File: src/rtl/apb_mig_pkg.sv
// rtl/apb_mig_pkg.sv - shared types, widths and FSM states for the APB to MIG bridge
package apb_mig_pkg;
   localparam int MIG_ADDR_WIDTH = 27;

   typedef logic [31:0]               data_t;
   typedef logic [3:0]                strb_t;
   typedef logic [MIG_ADDR_WIDTH-1:0] mig_addr_t;

   typedef enum logic [1:0] {IDLE, REQ, WAIT_RD, RESP} state_e;
endpackage

File: src/rtl/apb_mig_ctrl_if.sv
// rtl/apb_mig_ctrl_if.sv - MIG user-side request/response bundle
// apb is the bridge side, mig is the memory-controller side.
interface mig_if;
   import apb_mig_pkg::*;

   logic      en_o;
   logic      w_en_o;
   mig_addr_t addr_o;
   strb_t     strb_o;
   data_t     data_o;
   data_t     data_i;
   logic      valid_i;
   logic      ready_i;
   logic      w_ready_i;

   modport apb (output en_o, w_en_o, addr_o, strb_o, data_o,
                input  data_i, valid_i, ready_i, w_ready_i);
   modport mig (input  en_o, w_en_o, addr_o, strb_o, data_o,
                output data_i, valid_i, ready_i, w_ready_i);
endinterface

File: src/rtl/apb_mig_timeout.sv
// rtl/apb_mig_timeout.sv - saturating cycle counter with clear, enable and expiry flag
// expired_o rises in the cycle whose increment makes the count reach MAX.
module apb_mig_timeout #(
   parameter int MAX = 1023
) (
   input  logic clk_i,
   input  logic rst_ni,
   input  logic clr_i,
   input  logic en_i,
   output logic expired_o
);
   localparam int W = $clog2(MAX + 2);

   logic [W-1:0] count_q, count_d;

   always_comb begin
      count_d = count_q;
      if (clr_i) begin
         count_d = '0;
      end else if (en_i && (count_q != W'(MAX))) begin
         count_d = count_q + 1'b1;
      end
   end

   assign expired_o = (count_d == W'(MAX));

   always_ff @(posedge clk_i) begin
      if (!rst_ni) begin
         count_q <= '0;
      end else begin
         count_q <= count_d;
      end
   end
endmodule

File: src/rtl/apb_mig_ctrl.sv
// rtl/apb_mig_ctrl.sv - APB slave bridging single-beat accesses onto the MIG user port
module apb_mig_ctrl
   import apb_mig_pkg::*;
#(
   parameter int TIMEOUT_CYCLES = 1023,
   parameter int APB_ADDR_WIDTH = 32
) (
   input  logic                      ui_clk_i,
   input  logic                      ui_reset_ni,
   input  logic                      psel_i,
   input  logic                      penable_i,
   input  logic                      pwrite_i,
   input  logic [APB_ADDR_WIDTH-1:0] paddr_i,
   input  data_t                     pwdata_i,
   input  strb_t                     pstrb_i,
   output logic                      pready_o,
   output data_t                     prdata_o,
   output logic                      pslverr_o,
   mig_if.apb                        mig
);
   state_e    state_q, state_d;
   logic      en_q, en_d, w_en_q, w_en_d;
   logic      pready_q, pready_d, pslverr_q, pslverr_d;
   mig_addr_t addr_q, addr_d;
   data_t     data_q, data_d, prdata_q, prdata_d;
   strb_t     strb_q, strb_d;
   logic      setup, addr_ok, go_req, busy, expired;

   assign setup   = psel_i && !penable_i;
   assign addr_ok = (paddr_i[1:0] == 2'b00) && ((paddr_i >> MIG_ADDR_WIDTH) == '0);
   assign go_req  = (state_q == IDLE) && setup && addr_ok;
   assign busy    = (state_q == REQ) || (state_q == WAIT_RD);

   apb_mig_timeout #(.MAX(TIMEOUT_CYCLES)) u_timeout (
      .clk_i     (ui_clk_i),
      .rst_ni    (ui_reset_ni),
      .clr_i     (go_req),
      .en_i      (busy),
      .expired_o (expired)
   );

   // Response fields are only non-zero for the single RESP cycle.
   always_comb begin
      state_d   = state_q;
      en_d      = en_q;
      w_en_d    = w_en_q;
      addr_d    = addr_q;
      data_d    = data_q;
      strb_d    = strb_q;
      pready_d  = 1'b0;
      pslverr_d = 1'b0;
      prdata_d  = '0;
      case (state_q)
         IDLE: begin
            if (setup) begin
               if (addr_ok) begin
                  state_d = REQ;
                  en_d    = 1'b1;
                  w_en_d  = pwrite_i;
                  addr_d  = paddr_i[MIG_ADDR_WIDTH-1:0];
                  data_d  = pwdata_i;
                  strb_d  = pstrb_i;
               end else begin
                  state_d   = RESP;
                  pready_d  = 1'b1;
                  pslverr_d = 1'b1;
               end
            end
         end
         REQ: begin
            // w_en_q doubles as the latched pwrite while the request is open.
            if (mig.ready_i && (!w_en_q || mig.w_ready_i)) begin
               en_d    = 1'b0;
               w_en_d  = 1'b0;
               if (w_en_q) begin
                  state_d  = RESP;
                  pready_d = 1'b1;
               end else begin
                  state_d = WAIT_RD;
               end
            end else if (expired) begin
               state_d   = RESP;
               en_d      = 1'b0;
               w_en_d    = 1'b0;
               pready_d  = 1'b1;
               pslverr_d = 1'b1;
            end
         end
         WAIT_RD: begin
            if (mig.valid_i) begin
               state_d  = RESP;
               pready_d = 1'b1;
               prdata_d = mig.data_i;
            end else if (expired) begin
               state_d   = RESP;
               pready_d  = 1'b1;
               pslverr_d = 1'b1;
            end
         end
         RESP:    state_d = IDLE;
         default: state_d = IDLE;
      endcase
   end

   always_ff @(posedge ui_clk_i) begin
      if (!ui_reset_ni) begin
         state_q   <= IDLE;
         en_q      <= 1'b0;
         w_en_q    <= 1'b0;
         addr_q    <= '0;
         data_q    <= '0;
         strb_q    <= '0;
         pready_q  <= 1'b0;
         pslverr_q <= 1'b0;
         prdata_q  <= '0;
      end else begin
         state_q   <= state_d;
         en_q      <= en_d;
         w_en_q    <= w_en_d;
         addr_q    <= addr_d;
         data_q    <= data_d;
         strb_q    <= strb_d;
         pready_q  <= pready_d;
         pslverr_q <= pslverr_d;
         prdata_q  <= prdata_d;
      end
   end

   assign pready_o   = pready_q;
   assign pslverr_o  = pslverr_q;
   assign prdata_o   = prdata_q;
   assign mig.en_o   = en_q;
   assign mig.w_en_o = w_en_q;
   assign mig.addr_o = addr_q;
   assign mig.data_o = data_q;
   assign mig.strb_o = strb_q;
endmodule

File: src/flat_wrapper.sv
// flat-port wrapper written by rule: the top's interface ports become plain ports
module apb_mig_ctrl_flat import apb_mig_pkg::*;
#(
   parameter int TIMEOUT_CYCLES = 1023,
   parameter int APB_ADDR_WIDTH = 32
)
  (ui_clk_i, ui_reset_ni, psel_i, penable_i, pwrite_i, paddr_i, pwdata_i, pstrb_i, pready_o, prdata_o, pslverr_o, mig_en_o, mig_w_en_o, mig_addr_o, mig_strb_o, mig_data_o, mig_data_i, mig_valid_i, mig_ready_i, mig_w_ready_i);
  mig_if mig_i ();
  input  logic ui_clk_i;
  input  logic ui_reset_ni;
  input  logic psel_i;
  input  logic penable_i;
  input  logic pwrite_i;
  input  logic [APB_ADDR_WIDTH-1:0] paddr_i;
  input  data_t pwdata_i;
  input  strb_t pstrb_i;
  output logic pready_o;
  output data_t prdata_o;
  output logic pslverr_o;
  output wire logic [$bits(mig_i.en_o)-1:0] mig_en_o;
  output wire logic [$bits(mig_i.w_en_o)-1:0] mig_w_en_o;
  output wire logic [$bits(mig_i.addr_o)-1:0] mig_addr_o;
  output wire logic [$bits(mig_i.strb_o)-1:0] mig_strb_o;
  output wire logic [$bits(mig_i.data_o)-1:0] mig_data_o;
  input wire logic [$bits(mig_i.data_i)-1:0] mig_data_i;
  input wire logic [$bits(mig_i.valid_i)-1:0] mig_valid_i;
  input wire logic [$bits(mig_i.ready_i)-1:0] mig_ready_i;
  input wire logic [$bits(mig_i.w_ready_i)-1:0] mig_w_ready_i;
  assign mig_en_o = mig_i.en_o;
  assign mig_w_en_o = mig_i.w_en_o;
  assign mig_addr_o = mig_i.addr_o;
  assign mig_strb_o = mig_i.strb_o;
  assign mig_data_o = mig_i.data_o;
  assign mig_i.data_i = mig_data_i;
  assign mig_i.valid_i = mig_valid_i;
  assign mig_i.ready_i = mig_ready_i;
  assign mig_i.w_ready_i = mig_w_ready_i;
  apb_mig_ctrl #(.TIMEOUT_CYCLES(TIMEOUT_CYCLES), .APB_ADDR_WIDTH(APB_ADDR_WIDTH)) u_core (.ui_clk_i(ui_clk_i), .ui_reset_ni(ui_reset_ni), .psel_i(psel_i), .penable_i(penable_i), .pwrite_i(pwrite_i), .paddr_i(paddr_i), .pwdata_i(pwdata_i), .pstrb_i(pstrb_i), .pready_o(pready_o), .prdata_o(prdata_o), .pslverr_o(pslverr_o), .mig(mig_i));
endmodule
File: config.mk
export PLATFORM = sky130hd
export DESIGN_NAME = apb_mig_ctrl_flat
export DESIGN_NICKNAME = d
export VERILOG_FILES = /design/src/rtl/apb_mig_pkg.sv /design/src/rtl/apb_mig_ctrl_if.sv /design/src/rtl/apb_mig_timeout.sv /design/src/rtl/apb_mig_ctrl.sv /design/src/flat_wrapper.sv
export SDC_FILE = /design/constraint.sdc
export NUM_CORES = 1
export LEC_CHECK = 0
export BUFFER_PORTS_ARGS = -buffer_cell sky130_fd_sc_hd__buf_2
export CAP_MARGIN = 20
export CORE_MARGIN = 1.5
export CORE_UTILIZATION = 41
export DETAILED_ROUTE_END_ITERATION = 8
export MAX_ROUTING_LAYER = met4
export PLACE_DENSITY = 0.77
export RECOVER_POWER = 100
export SLEW_MARGIN = 20
export SYNTH_ARGS = -nofsm -noshare
export SYNTH_HDL_FRONTEND = slang
export SYNTH_SLANG_ARGS = --single-unit
File: constraint.sdc
create_clock -name ui_clk_i -period 2.7 [get_ports ui_clk_i]
set_input_delay 0.135 -clock ui_clk_i [delete_from_list [all_inputs] [get_ports ui_clk_i]]
set_output_delay 0.135 -clock ui_clk_i [all_outputs]
set_load 0.005 [all_outputs]
; Word level (Yosys, flattened, before mapping)
; Cells that the tools add are included.
[totals]
reg_bits = 112
inputBits = 108
out_inout_bits = 99
word_cells = 63
[classes]
add_sub_neg = 1
n_eq_ne = 8
muxes = 27
reduce_logical = 17
[ops]
columns = cell, count
row1 = $logic_not A32 Y1, 1
row2 = $mux W11, 2
row3 = $mux W1, 15
row4 = $add A11 B1 Y11 const B, 1
row5 = $eq A11 B10 Y1 const B, 1
row6 = $ne A11 B10 Y1 const B, 1
row7 = $mux W2, 5
row8 = $pmux W2 S4, 1
row9 = $logic_and A1 B1 Y1, 6
row10 = $pmux W1 S3, 2
row11 = $reduce_and A3 Y1, 2
row12 = $eq A2 B2 Y1 const B, 2
row13 = $logic_not A2 Y1, 2
row14 = $ne A2 B1 Y1 const B, 2
row15 = $pmux W1 S2, 2
row16 = $reduce_and A4 Y1, 1
row17 = $ne A3 B2 Y1 const B, 1
row18 = $eq A2 B1 Y1 const B, 1
row19 = $logic_not A1 Y1, 2
row20 = $logic_or A1 B1 Y1, 2
row21 = $reduce_bool A2 Y1, 1

; Logic depth before layout (Yosys ltp)
[logic_depth]
ltp_word = 9
mapped_depth = 9
depth_no_buf = 9

; Modules after synthesis
; From an unflattened synthesis, not the netlist that was laid out.
[unflattened]
cells_unflattened = 463
hier_area_um2 = 4252.8
[modules_own_cells]
columns = mod, n_inst, cells_per_inst, area_per_inst_um2, seq_area_each_um2
row1 = apb_mig_ctrl, 1, 386, 3580.9, 2021.9
row2 = apb_mig_timeout, 1, 77, 671.9, 220.2

; Worst setup path before layout
; OpenSTA, ideal clock, no wires.
[synth_path]
kind = register to register
start = register u_core.state_q[0]
end = register u_core.state_q[1]
setup_ns = 0.070
t_arrival_ns = 2.529
required_ns = 2.630
slack_ns = 0.101
stages_incl_launch_ff = 10
path_buffers = 0
synth_period_minus_slack_ns = 2.599
path_cell_list = dfxtp_1 > inv_1 > ha_1 > nand4_2 > nor3_1 > nor2_1 > or4_4 > or3_4 > a311o_1 > a21oi_1
[synth_via]
elab_chain_len = 9
word_cells_on_any_way = 16
classes_between = eq/ne (5) / mux (6) / reduce/logical (5)
[synth_rtl]
columns = item, line
row1 = start: declaration, apb_mig_ctrl.sv:21  ; state_e state_q, state_d;
row2 = start signal: assignment, apb_mig_ctrl.sv:117  ; state_q <= state_d;
row3 = $eq A2 B1 Y1 / $eq A2 B2 Y1 (equally long branches), "apb_mig_ctrl.sv:32, apb_mig_ctrl.sv:53"
row4 = $logic_or A1 B1 Y1, apb_mig_ctrl.sv:32  ; assign busy = (state_q == REQ) || (state_q == WAIT_RD);
row5 = $logic_and A1 B1 Y1, apb_mig_timeout.sv:20  ; end else if (en_i && (count_q != W'(MAX))) begin
row6 = $mux W11, apb_mig_timeout.sv:20
row7 = $mux W11, apb_mig_timeout.sv:18  ; if (clr_i) begin
row8 = $eq A11 B10 Y1, apb_mig_timeout.sv:25  ; assign expired_o = (count_d == W'(MAX));
row9 = $mux W2, n/a
row10 = "$mux W2, on equally long branches", n/a
row11 = $pmux W2 S4, apb_mig_ctrl.sv:53  ; case (state_q)
; Several ways; a longest one is shown, not always the timed one.
; A chain may end at the register's enable or synchronous reset.

; Worst setup path in the final report
; Same ends and word-level chain as after synthesis.

==> results.md <==
- Distinct cells, synth: 42
- Relative slew slack: 39.1%
- Fraction of layout cells with a size suffix above 1: 21.8%
- Post-layout power: 0.00338 W
- Max cap viols: 0
- Detailed-route wire length per cell: 13.8 um
- Endpoints failing hold: 0
- Via Count: 4362
- Ant diodes: 0
- Flop pwr share: 51.0%
- Crit path cell chain: inv_1 -> ha_4 -> nand4_2 -> nor3_2 -> nor2_1 -> or4_4 -> or3_4 -> a311o_1 -> a21oi_2
- Max H-tree Level: 3
- Routability cong.: 0.955
- Kind of end point of the critical path: flip-flop
- Post-synth EDFFs: 0
- Power Density: 540 nW/um^2
- Initial DRT Pass Iterations: 5
- Die Span Y: 102 um
- Clock transition at path regs: 0.10 ns
- Hold Path Class: input pin to flip-flop
- Hold path endpoint: u_core.mig.addr_o[24]$_SDFFE_PN0P_
- Post-Synthesis Cells: 476
- Total GRT Usage: 22.9%
- Total Neg Setup Slack: 0 ns
- Synthesized Nets: 589
- Core ar.: 9680 um^2
- Prevailing post-synth register cell: dfxtp_1
- Switching power: 0.000841 W
- First-pass GRT wire length: 18.3 mm
- Final core occ: 64.6%
- Setup violations, final: 0
- Skew-Pair Late Insertion Delay: 0.37 ns
- Drt total wl: 12.5 mm
- Sw Share: 24.9%
- CP Data Required Time: 2.99 ns
- Crit path max-delay cell type: or4_4
- DRT antenna net count: 0
- Max stage delay on crit path: 0.54 ns
- Cell taking the most area after synthesis: dfxtp_1
- Worst r2r path cells: 9
- Detailed-route DRC error count: 0
- Tmin final: 2.61 ns
- R2r setup slk: 0.09 ns
- Drt via density: 4.84
- Vias in the first global route: 4127
- Fmax: 383 MHz
- CTS Buf Count: 9
- Asr flop ratio synth: 0%
- GRT Residual Overflow: 0
- Clock Sinks: 112
- Hold path depth: 3
- Setup WS pre-CTS: 0.0228 ns
- Clock share of power: 32.4%
- Top cells by area, synth: dfxtp_1, nand2_1, a21oi_1
- Mean Syn Cell Area: 8.52 um^2
- CP Launch Type: flip-flop
- Synth Register Bits: 112
- Std cell rows: 36
- Die area: 10500 um^2
- Yosys top cell area share: 55.3%
- Die X: 102 um
- Crit Reg-Reg Endpoint: u_core.state_q[1]$_SDFFE_PN0P_
- Area delta synth->final: 54.3%
- Post-synthesis cell area: 4060 um^2
- Static Leakage: 2.51 nW
- Initial antenna violation count: 0
- Max clock buf depth: 2
- Peak VDD IR: 0.345 mV
- Critical Path AT: 2.90 ns
- Synth Area in Compound Gates: 12.4%
- Nets@finish: 877
- HP Start: paddr_i[24]
- Max FO, Critical Path: 5
- Internal power: 0.00254 W
- Least-Margin Pin Slew: 0.912 ns
- Port Buf Inserts: 206
- Synth Area in XOR/XNOR: 1.51%
- YS warnings: 0
- Fraction of the mapped netlist area in simple logic gates: 25.0%
- Clock root buffer master: clkbuf_8
- Largest net degree at the start of global routing: 67
- Synthesized-area fraction occupied by adder cells: 1.54%
- Initial drt markers: 147
- Final WS setup: 0.0904 ns
- Max-slew violations: 0
- Main combinational cell family by area after synthesis: simple AND/OR/NAND/NOR gates
- DP HPWL: 7.58 mm
- Post-synthesis mux area share: 0.987%
- Kind of critical path: flip-flop to flip-flop
- Logic pwr share: 16.6%
- Sequential area share after synthesis: 55.3%
- Reg2reg start: u_core.state_q[0]$_SDFFE_PN0P_
- Top Ports: 207
- CTS tree: yes
- Fin Clk Skew: 0.00907 ns
- Crit share post-route: 96.7%
- Outcome: completed
- Initial Utilization: 41.9%
-- timing repair --
item / CTS / global route
buffers inserted: 0 / 1
pin swaps: 0 / 4
endpoints found under the setup margin: 1 / 2
hold buffers: 87 / 0
hold endpoints to repair: 87 / 0
resized for setup: 1 / 7
-- through the flow --
step	hold slack (ns)	cell area (um^2)	std cells
3_5_place_dp	0.338	5230	798
5_1_grt	0.0106	6260	902
3_3_place_gp	0.334	5230	798
6_report	0.00656	6260	902
4_1_cts	0.000376	6320	901
2_1_floorplan	0.257	4060	476
-- sequential cells by signal, summed over array words and instances, names as in the netlist --
| register | count |
|---|---|
| u_core.mig.addr_o | 27 |
| u_core.mig.en_o | 1 |
| u_core.mig.w_en_o | 1 |
| u_core.mig.strb_o | 4 |
| u_core.pslverr_o | 1 |
| u_core.pready_o | 1 |
| u_core.prdata_o | 32 |
| u_core.state_q | 2 |
| u_core.mig.data_o | 32 |
| u_core.u_timeout.count_q | 11 |
-- worst max-delay path, delay by kind of cell, from the launching register on --
family | cells | cell delay, ns
simple gates | 5 | 1.42
compound gates | 2 | 0.42
flops | 1 | 0.34
fa+ha+maj | 1 | 0.28
buf+inv | 1 | 0.08
-- Yosys cell counts (4+ instances only) --
library cell / instances
nor2_1: 21
dfxtp_1: 112
inv_1: 9
nand3_1: 4
nand2_1: 138
and2_1: 33
clkbuf_1: 25
mux2i_1: 4
a21oi_1: 68
xnor2_1: 5
nor3_1: 6
ha_1: 5
o21ai_0: 5
-- power by group through the flow --
stage | registers, W | clock network (W) | logic [W]
after floorplan | 0.00176 | 0 | 0.000212
after global placement | 0.00175 | 0 | 0.000416
after detailed placement | 0.00176 | 0 | 0.000422
after CTS | 0.00172 | 0.00112 | 0.000521
after global routing | 0.00173 | 0.00120 | 0.000610
final | 0.00172 | 0.00110 | 0.000559
-- cells in the final DEF (no fill, tap or decap), types with 4 or more instances in the layout --
cell type      Yosys  layout
nand2_1          138     138
buf_2              1     128
dfxtp_1          112     109
dlygate4sd3_1      0      87
clkbuf_1          25      80
a21oi_1           68      67
and2_1            33      33
nor2_1            21      20
buf_4              0      10
clkbuf_8           0       9
inv_1              9       7
nor3_1             6       5
xnor2_1            5       5
o21ai_0            5       5
nand3_1            4       4
mux2i_1            4       4
-- routing by layer --
layer | global-route usage (%) | up-vias | share of wire [%]
met5 | - | - | 0
li1 | - | 2133 | -
met1 | 23.6 | 2006 | 39
met3 | 4.38 | 32 | 6.2
met4 | 11.1 | 0 | 2.4
met2 | 41.7 | 191 | 52
-- how the worst max path moves through the flow --
stage,startpoint,end,slack (ns),depth (start not counted)
5_1_grt,u_core.state_q[0]$_SDFFE_PN0P_,u_core.state_q[1]$_SDFFE_PN0P_,-0.03,9
3_3_place_gp,u_core.state_q[1]$_SDFFE_PN0P_,u_core.state_q[1]$_SDFFE_PN0P_,0.10,9
6_report,u_core.state_q[0]$_SDFFE_PN0P_,u_core.state_q[1]$_SDFFE_PN0P_,0.09,9
2_1_floorplan,u_core.state_q[0]$_SDFFE_PN0P_,u_core.state_q[1]$_SDFFE_PN0P_,0.10,9
4_1_cts,u_core.state_q[1]$_SDFFE_PN0P_,u_core.state_q[1]$_SDFFE_PN0P_,0.01,9
3_5_place_dp,u_core.state_q[1]$_SDFFE_PN0P_,u_core.state_q[1]$_SDFFE_PN0P_,0.02,9
-- cells by family after synthesis --
kind of cell / count (synthesis)
multiplexers: 4
AO/OA/AOI/OAI: 90
AND/OR/NAND/NOR: 223
adder cells (fa/ha/maj): 5
flip-flops: 112
XOR/XNOR: 7
buffers and inverters: 35
-- cell type report --
cell class	count	area, um^2
sequential	112	2250
tap	133	166
timing repair buffer	303	1880
multi-input combinational	329	1710
fill	784	3430
clock buffer	11	131
clock inverter	5	88.8
inverter	9	33.8
Note: power is estimated with default switching activity, not from simulation.
